<file path="config.mk">
export PLATFORM = sky130hd
export DESIGN_NAME = ecc_secded_dec_pipe
export DESIGN_NICKNAME = d
export VERILOG_FILES = /design/src/rtl/ecc_secded_dec_pipe.sv
export SDC_FILE = /design/constraint.sdc
export NUM_CORES = 1
export LEC_CHECK = 0
export ABC_CLOCK_PERIOD_IN_PS = 3810
export CAP_MARGIN = 20
export CORE_MARGIN = 5
export CORE_UTILIZATION = 40
export CTS_CLUSTER_SIZE = 16
export DETAILED_ROUTE_END_ITERATION = 8
export SKIP_CTS_REPAIR_TIMING = 1
export SLEW_MARGIN = 40
export SYNTH_ARGS = -nofsm -noshare
export SYNTH_HDL_FRONTEND = slang
export SYNTH_SLANG_ARGS = --single-unit
export TNS_END_PERCENT = 5
</file>
<file path="constraint.sdc">
create_clock -name i_aclk -period 3.81 [get_ports i_aclk]
set_input_delay 0.9525 -clock i_aclk [delete_from_list [all_inputs] [get_ports i_aclk]]
set_output_delay 0.9525 -clock i_aclk [all_outputs]
set_load 0.005 [all_outputs]
</file>
<file path="src/rtl/ecc_secded_dec_pipe.sv">
// ecc_secded_dec_pipe: two-stage SECDED Hamming decoder for NoC receive flits.
// Stage 1 computes the syndrome; stage 2 classifies, corrects, and counts errors.
module ecc_secded_dec_pipe #(
    parameter int DATA_W = 32,
    parameter int CHK_W  = 8,
    parameter int CNT_W  = 16
) (
    input  logic                       i_aclk,
    input  logic                       i_aresetn,
    input  logic                       i_enable_ecc,
    input  logic                       i_valid,
    output logic                       o_ready,
    input  logic [DATA_W+CHK_W-1:0]    i_codeword,
    output logic                       o_valid,
    input  logic                       i_ready,
    output logic [DATA_W-1:0]          o_data,
    output logic                       o_serr,
    output logic                       o_derr,
    output logic [CHK_W-1:0]           o_syndrome,
    input  logic                       i_cnt_clr,
    output logic [CNT_W-1:0]           o_serr_cnt,
    output logic [CNT_W-1:0]           o_derr_cnt
);
    localparam int CW_W = DATA_W + CHK_W;
    localparam int HW   = CHK_W - 1;
    localparam logic [HW-1:0]    S_MAX   = HW'(CW_W - 1);
    localparam logic [CNT_W-1:0] CNT_MAX = '1;

    // Position of data bit idx: the idx-th non-power-of-two position.
    function automatic int data_pos(input int idx);
        int cnt;
        int res;
        cnt = 0;
        res = 0;
        for (int p = 1; p < 2 * CW_W + 2; p++) begin
            if ((p & (p - 1)) != 0) begin
                if (cnt == idx) res = p;
                cnt++;
            end
        end
        return res;
    endfunction

    // Data bits covered by Hamming bit k.
    function automatic logic [DATA_W-1:0] ham_mask(input int k);
        logic [DATA_W-1:0] m;
        m = '0;
        for (int i = 0; i < DATA_W; i++) begin
            m[i] = ((data_pos(i) >> k) & 1) != 0;
        end
        return m;
    endfunction

    logic                 advance;
    logic [DATA_W-1:0]    in_data;
    logic [HW-1:0]        in_chk;
    logic [HW-1:0]        h_calc;
    logic [CHK_W-1:0]     syn_in;

    logic                 s1_valid;
    logic                 s1_byp;
    logic [DATA_W-1:0]    s1_data;
    logic [CHK_W-1:0]     s1_syn;

    logic                 s1_p;
    logic [HW-1:0]        s1_s;
    logic [DATA_W-1:0]    flip;
    logic                 hit;
    logic                 s_zero;
    logic                 s_pow2;
    logic                 fixable;
    logic                 c_serr;
    logic                 c_derr;
    logic [DATA_W-1:0]    c_data;
    logic                 out_hs;

    assign advance = i_ready | ~o_valid;
    assign o_ready = advance;
    assign out_hs  = o_valid & i_ready;

    assign in_data = i_codeword[DATA_W-1:0];
    assign in_chk  = i_codeword[DATA_W +: HW];
    assign syn_in  = {^i_codeword, h_calc ^ in_chk};

    for (genvar k = 0; k < HW; k++) begin : g_ham
        localparam logic [DATA_W-1:0] MASK = ham_mask(k);
        assign h_calc[k] = ^(in_data & MASK);
    end

    assign s1_p = s1_syn[HW];
    assign s1_s = s1_syn[HW-1:0];

    for (genvar i = 0; i < DATA_W; i++) begin : g_flip
        localparam int POS = data_pos(i);
        assign flip[i] = (s1_s == HW'(POS));
    end

    // Classify the stage-1 syndrome and build the corrected word.
    always_comb begin
        hit     = |flip;
        s_zero  = (s1_s == '0);
        s_pow2  = !s_zero && ((s1_s & (s1_s - HW'(1))) == '0);
        fixable = s_zero | (s_pow2 & (s1_s <= S_MAX)) | hit;
        c_serr  = ~s1_byp & s1_p & fixable;
        c_derr  = ~s1_byp & ((s1_p & ~fixable) | (~s1_p & ~s_zero));
        c_data  = s1_data;
        if (~s1_byp & s1_p & hit) c_data = s1_data ^ flip;
    end

    // Stage 1: capture data, syndrome and bypass flag on advance.
    always_ff @(posedge i_aclk or negedge i_aresetn) begin
        if (!i_aresetn) begin
            s1_valid <= 1'b0;
            s1_byp   <= 1'b0;
            s1_data  <= '0;
            s1_syn   <= '0;
        end else if (advance) begin
            s1_valid <= i_valid;
            if (i_valid) begin
                s1_byp  <= ~i_enable_ecc;
                s1_data <= in_data;
                s1_syn  <= syn_in;
            end
        end
    end

    // Stage 2: register the classified, corrected output word.
    always_ff @(posedge i_aclk or negedge i_aresetn) begin
        if (!i_aresetn) begin
            o_valid    <= 1'b0;
            o_data     <= '0;
            o_serr     <= 1'b0;
            o_derr     <= 1'b0;
            o_syndrome <= '0;
        end else if (advance) begin
            o_valid <= s1_valid;
            if (s1_valid) begin
                o_data     <= c_data;
                o_serr     <= c_serr;
                o_derr     <= c_derr;
                o_syndrome <= s1_byp ? '0 : s1_syn;
            end else begin
                o_serr <= 1'b0;
                o_derr <= 1'b0;
            end
        end
    end

    // Saturating error counters; clear wins over a coincident increment.
    always_ff @(posedge i_aclk or negedge i_aresetn) begin
        if (!i_aresetn) begin
            o_serr_cnt <= '0;
            o_derr_cnt <= '0;
        end else if (i_cnt_clr) begin
            o_serr_cnt <= '0;
            o_derr_cnt <= '0;
        end else if (out_hs) begin
            if (o_serr && o_serr_cnt != CNT_MAX) o_serr_cnt <= o_serr_cnt + 1'b1;
            if (o_derr && o_derr_cnt != CNT_MAX) o_derr_cnt <= o_derr_cnt + 1'b1;
        end
    end

endmodule

</file>
==> results of run 1 <==
-- stage by stage --
step	hold slack, ns	std cells	total power, uW	setup WS [ns]	cell area (um2)
after global routing	0.491	895	4840	0.456	8020
final	0.465	895	4590	0.522	8020
after floorplan	0.463	573	2320	1.48	5940
after global placement	0.459	864	2930	0.565	7390
after CTS	0.474	895	4660	0.526	8010
after detailed placement	0.460	864	2950	0.535	7380
-- worst max-delay path, stage by stage --
cell             delay [ns]
clkdlybuf4s50_1        0.45
nor2b_1                0.28
inv_1                  0.18
clkdlybuf4s50_1        0.48
-- power breakdown --
| part | internal [uW] | switching [uW] |
|---|---|---|
| clock | 1140 | 544 |
| combinational | 662 | 550 |
| sequential | 1490 | 208 |
-- layout make-up --
class / count / area (um2) / share of cell area
repair buffers: 128 / 1300 / 0.162
inverters: 5 / 18.8 / 0.00234
flip-flops and latches: 117 / 2930 / 0.365
clock inverters: 10 / 153 / 0.0190
well taps: 184 / 230 / 0.0287
multi-input cells: 430 / 2920 / 0.364
clock buffers: 21 / 470 / 0.0587
-- metal layers --
layer	up-vias	GRT usage	wire (um)
li1	2172	-	-
met1	2178	0.233	6650
met2	121	0.280	7270
met3	17	0.0489	748
met4	0	0.0617	189
met5	-	0	0
-- worst max-delay path by stage --
stage                endpoint  slack [ns]  cells past startpoint
finish                o_ready        0.52                      4
CTS                   o_ready        0.53                      4
global route          o_ready        0.46                      4
floorplan           s1_syn[7]        1.48                      6
detailed placement    o_ready        0.54                      4
global placement      o_ready        0.56                      4
-- registers in the layout (all words and copies together), names as in the netlist --
name and count:
o_data 32, o_derr 1, o_derr_cnt 16, o_serr 1, o_serr_cnt 16, o_syndrome 8, o_valid 1, s1_byp 1
s1_data 32, s1_syn 8, s1_valid 1
-- cells in the final DEF, fill, tap and decap left out, types with 4 or more instances in the layout --
master,instances
clkdlybuf4s50_1,119
a21oi_1,4
buf_4,4
xor2_1,61
nand3_1,27
bufinv_16,4
clkinv_2,5
and3_1,6
nor3_1,5
mux2_2,33
nand3b_1,7
nand2_1,84
xnor2_1,67
nor2b_1,5
dfrtp_1,117
and2_1,5
o21ai_0,42
inv_1,5
nand4_1,13
clkbuf_16,17
nor2_1,40
-- cell families after synthesis --
kind of cell             share of synthesized area
AND/OR/NAND/NOR                              0.165
AO/OA/AOI/OAI                               0.0531
adder cells (fa/ha/maj)                    0.00422
XOR/XNOR                                     0.203
flip-flops                                   0.493
multiplexers                                0.0643
buffers and inverters                       0.0167
==> results.ini, run 1 <==
[routing]
dr.pass1.iters = 4
wirelength_mm = 14.9
via_per_inst = 5.01
vias = 4488
wl_per_cell_um = 16.6
antenna_left = 0
drt_iter0_markers = 232
drc = 0

[clock_network]
clk_latency_ns = 0.41
htree_levels = 4
cts_buffer_depth = 2
clk_pin_slew_worst_paths_ns = 0.05
cts_sinks = 117
cts_buffers = 17
root_buffer = clkbuf_16
cts_tree = yes

[grt]
grt_max_degree = 63
grt_pass1_vias = 4677
grt_pass1_wl_mm = 24.6
overflow = 0
track_usage = 0.177
antenna_found_initial = 0

[worst_setup_path]
required_ns = 2.86
regToRegSetupSlack_ns = 1.64
reg2reg_depth = 6
regToRegEndpoint = o_serr_cnt[14]
path_max_fanout = 5
end_kind = output port
critPathKind = in -> out
critPathLaunch = i_ready
regToRegStartpoint = o_serr_cnt[7]
start_kind = input port
arrival_ns = 2.34

[yosys]
yosysSeqAreaShare = 0.493
ys_top_cells_by_area = dfrtp_1 49%, xnor2_1 9.9%, xor2_1 9.0%
synthTopCellsByCount = 117 x dfrtp_1, 86 x nand2_1, 67 x xnor2_1
syn_inst = 573
yosysMostFrequentCell = dfrtp_1
ys_seq_elements = 117
synth_top_cell_by_area = dfrtp_1
ys_warn_count = 0
netlist_area_um2 = 5940
synth.distinct_cells = 37
yosys.area.top_type_share = 0.493
syn_area_per_cell_um2 = 10.4
synth-async-reset-ratio = 1.00
synth-edff-count = 0
synth_ff_type = dfrtp_1
syn_nets = 621

[placed_design]
io_buffer_count = 121
place_congestion = 0.806
dp_hpwl_mm = 10.9

[die]
start_util = 0.408
io_pins = 122
placementRows = 44
core-area_um2 = 14500
die_w_um = 132
fp.dieH_um = 132
die-area_um2 = 17400

[sta]
tightest_slew_ns = 0.749
period_share = 0.863
timing.fmax_mhz = 304
relSlewSlack = 0.496
finClkSkew_ns = 0.00519
fin_setup_tns_ns = 0
setup_viol = 0
rsz0062_at_grt = no
hold_viol = 0
drv_slew = 0
fin_crit_ns = 3.29

[pwr]
p_leak_uw = 0.00326
irDropWorstVdd_mv = 0.343
p_per_area_nw_per_um2 = 573

[final_layout]
diodes = 0
syn_to_final_growth_pct = 35.1
num-nets-final = 747
layout-drive-gt1-share = 0.113
fillCellCount = 1354
fin_util = 0.552

[hold_path]
min_from = o_syndrome[6]
hold_end = o_syndrome[6]
hold_depth = 2
hp-class = reg -> reg

[run]
maxCapViolCount = 0

[status]
status = complete, no violations

Power figures use the tool's default switching activity.
==> run 2: changes to the inputs <==
--- a/config.mk
+++ b/config.mk
@@ -7,10 +7,13 @@
 export LEC_CHECK = 0
 export ABC_CLOCK_PERIOD_IN_PS = 3810
 export CAP_MARGIN = 20
+export CELL_PAD_IN_SITES_DETAIL_PLACEMENT = 1
+export CELL_PAD_IN_SITES_GLOBAL_PLACEMENT = 1
 export CORE_MARGIN = 5
 export CORE_UTILIZATION = 40
 export CTS_CLUSTER_SIZE = 16
 export DETAILED_ROUTE_END_ITERATION = 8
+export PLACE_DENSITY_LB_ADDON = 0.1
 export SKIP_CTS_REPAIR_TIMING = 1
 export SLEW_MARGIN = 40
 export SYNTH_ARGS = -nofsm -noshare
==> run 2 against run 1 <==
Effect of this change:
- combinational power hardly changed
- clock-buffer cell count increased by 2
- first-iteration DRC count decreased by 33%
- flip-flop and latch count did not move
- sequential share of layout area is essentially flat
- clock skew increased by 0.0013 ns
- final cell count unchanged
- fmax decreased by 1.7%
- register-to-register slack worse by 0.13 ns
- largest power group unchanged
==> results.ini, run 2 (synthesis gave the netlist of run 1 again) <==
[placed_design]
place_congestion = 0.785
placed_cell_area_um2 = 7380
io_buffer_count = 121
dp_hpwl_mm = 11.8

[run]
maxCapViolCount = 0

[pwr]
total_power_uw = 4650
irDropWorstVdd_mv = 0.327
swShare = 0.289
p_int_uw = 3310
p_leak_uw = 0.00326
seq_power_share = 0.367
switching_power_uw = 1350
pwr-share-clk = 0.368
p_per_area_nw_per_um2 = 580
pwr-share-comb = 0.265

[worst_setup_path]
regToRegSetupSlack_ns = 1.51
critPathLaunch = i_ready
regToRegStartpoint = o_serr_cnt[7]
critPathKind = in -> out
required_ns = 2.86
endpoint = o_ready
regToRegEndpoint = o_serr_cnt[10]
end_kind = output port
start_kind = input port
path_max_fanout = 5
arrival_ns = 2.39
reg2reg_depth = 6

[sta]
timing.fmax_mhz = 299
finClkSkew_ns = 0.00651
hold_viol = 0
fin_crit_ns = 3.35
period_share = 0.878
tightest_slew_ns = 0.810
relSlewSlack = 0.455
fin_setup_tns_ns = 0
drv_slew = 0
finalHoldWorstSlack_ns = 0.467
rsz0062_at_grt = no
setup_viol = 0

[grt]
grt_pass1_wl_mm = 26.6
grt_pass1_vias = 5004
antenna_found_initial = 0
track_usage = 0.189
grt_max_degree = 51
overflow = 0

[routing]
antenna_left = 0
wirelength_mm = 16.2
wl_per_cell_um = 18.1
drt_iter0_markers = 155
drc = 0
dr.pass1.iters = 4
vias = 4571
via_per_inst = 5.11

[final_layout]
fin_util = 0.552
largestRegisters = o_data x32, s1_data x32
num-nets-final = 746
mostFrequentLayoutCells = 119 x clkdlybuf4s50_1, 117 x dfrtp_1, 84 x nand2_1, 67 x xnor2_1, 61 x xor2_1
final_area_um2 = 8020
fillCellCount = 1581
layout-drive-gt1-share = 0.111
syn_to_final_growth_pct = 35.1
diodes = 0
final_common_cell = clkdlybuf4s50_1

[die]
start_util = 0.408
io_pins = 122
core-area_um2 = 14500
die-area_um2 = 17400
placementRows = 44
fp.dieH_um = 132
die_w_um = 132

[hold_path]
hp-class = reg -> reg

[status]
status = complete, no violations

[clock_network]
clk_latency_ns = 0.41
cts_sinks = 117
htree_levels = 4
cts_buffers = 17
root_buffer = clkbuf_16
clk_pin_slew_worst_paths_ns = 0.05
cts_tree = yes
cts_buffer_depth = 2

==> run 2: final cells by class <==
class,count,area [um2],share of cell area
sequential,117,2930,0.365
multi-input combinational,430,2920,0.364
timing repair buffer,127,1290,0.160
clock buffer,23,488,0.0609
tap,184,230,0.0287
clock inverter,9,148,0.0184
inverter,5,18.8,0.00234
==> run 2: critical path: stages <==
cell,delay [ns]
clkdlybuf4s50_1,0.46
nor2b_1,0.30
inv_1,0.19
clkdlybuf4s50_1,0.49
==> run 2: metrics by stage <==
step / cells / setup slack, ns
final: 895 / 0.463
after global routing: 895 / 0.440
after floorplan: 573 / 1.48
after global placement: 863 / 0.580
after detailed placement: 863 / 0.490
after CTS: 895 / 0.472
==> run 2: per-layer routing <==
metal / track usage / up-vias / part of all wire
li1: - / 2168 / -
met1: 0.229 / 2270 / 0.43
met2: 0.328 / 109 / 0.51
met3: 0.0492 / 24 / 0.040
met4: 0.0640 / 0 / 0.020
met5: 0 / - / 0
==> run 2: worst min path at each step <==
| stage | start | to | slack (ns) | cells after the start |
|---|---|---|---|---|
| global route | o_syndrome[1] | o_syndrome[1] | 0.50 | 2 |
| global placement | o_syndrome[6] | o_syndrome[6] | 0.46 | 2 |
| detailed placement | o_syndrome[0] | o_syndrome[0] | 0.46 | 2 |
| finish | o_syndrome[4] | o_syndrome[4] | 0.47 | 2 |
| floorplan | o_syndrome[0] | o_syndrome[0] | 0.46 | 2 |
| CTS | o_syndrome[0] | o_syndrome[0] | 0.47 | 2 |
==> run 2: power groups by stage <==
stage	clock, uW	combinational [uW]	sequential [uW]
after CTS	1740	1260	1710
after detailed placement	0	1250	1730
after floorplan	0	649	1670
after global placement	0	1220	1710
after global routing	1790	1350	1740
final	1710	1230	1710
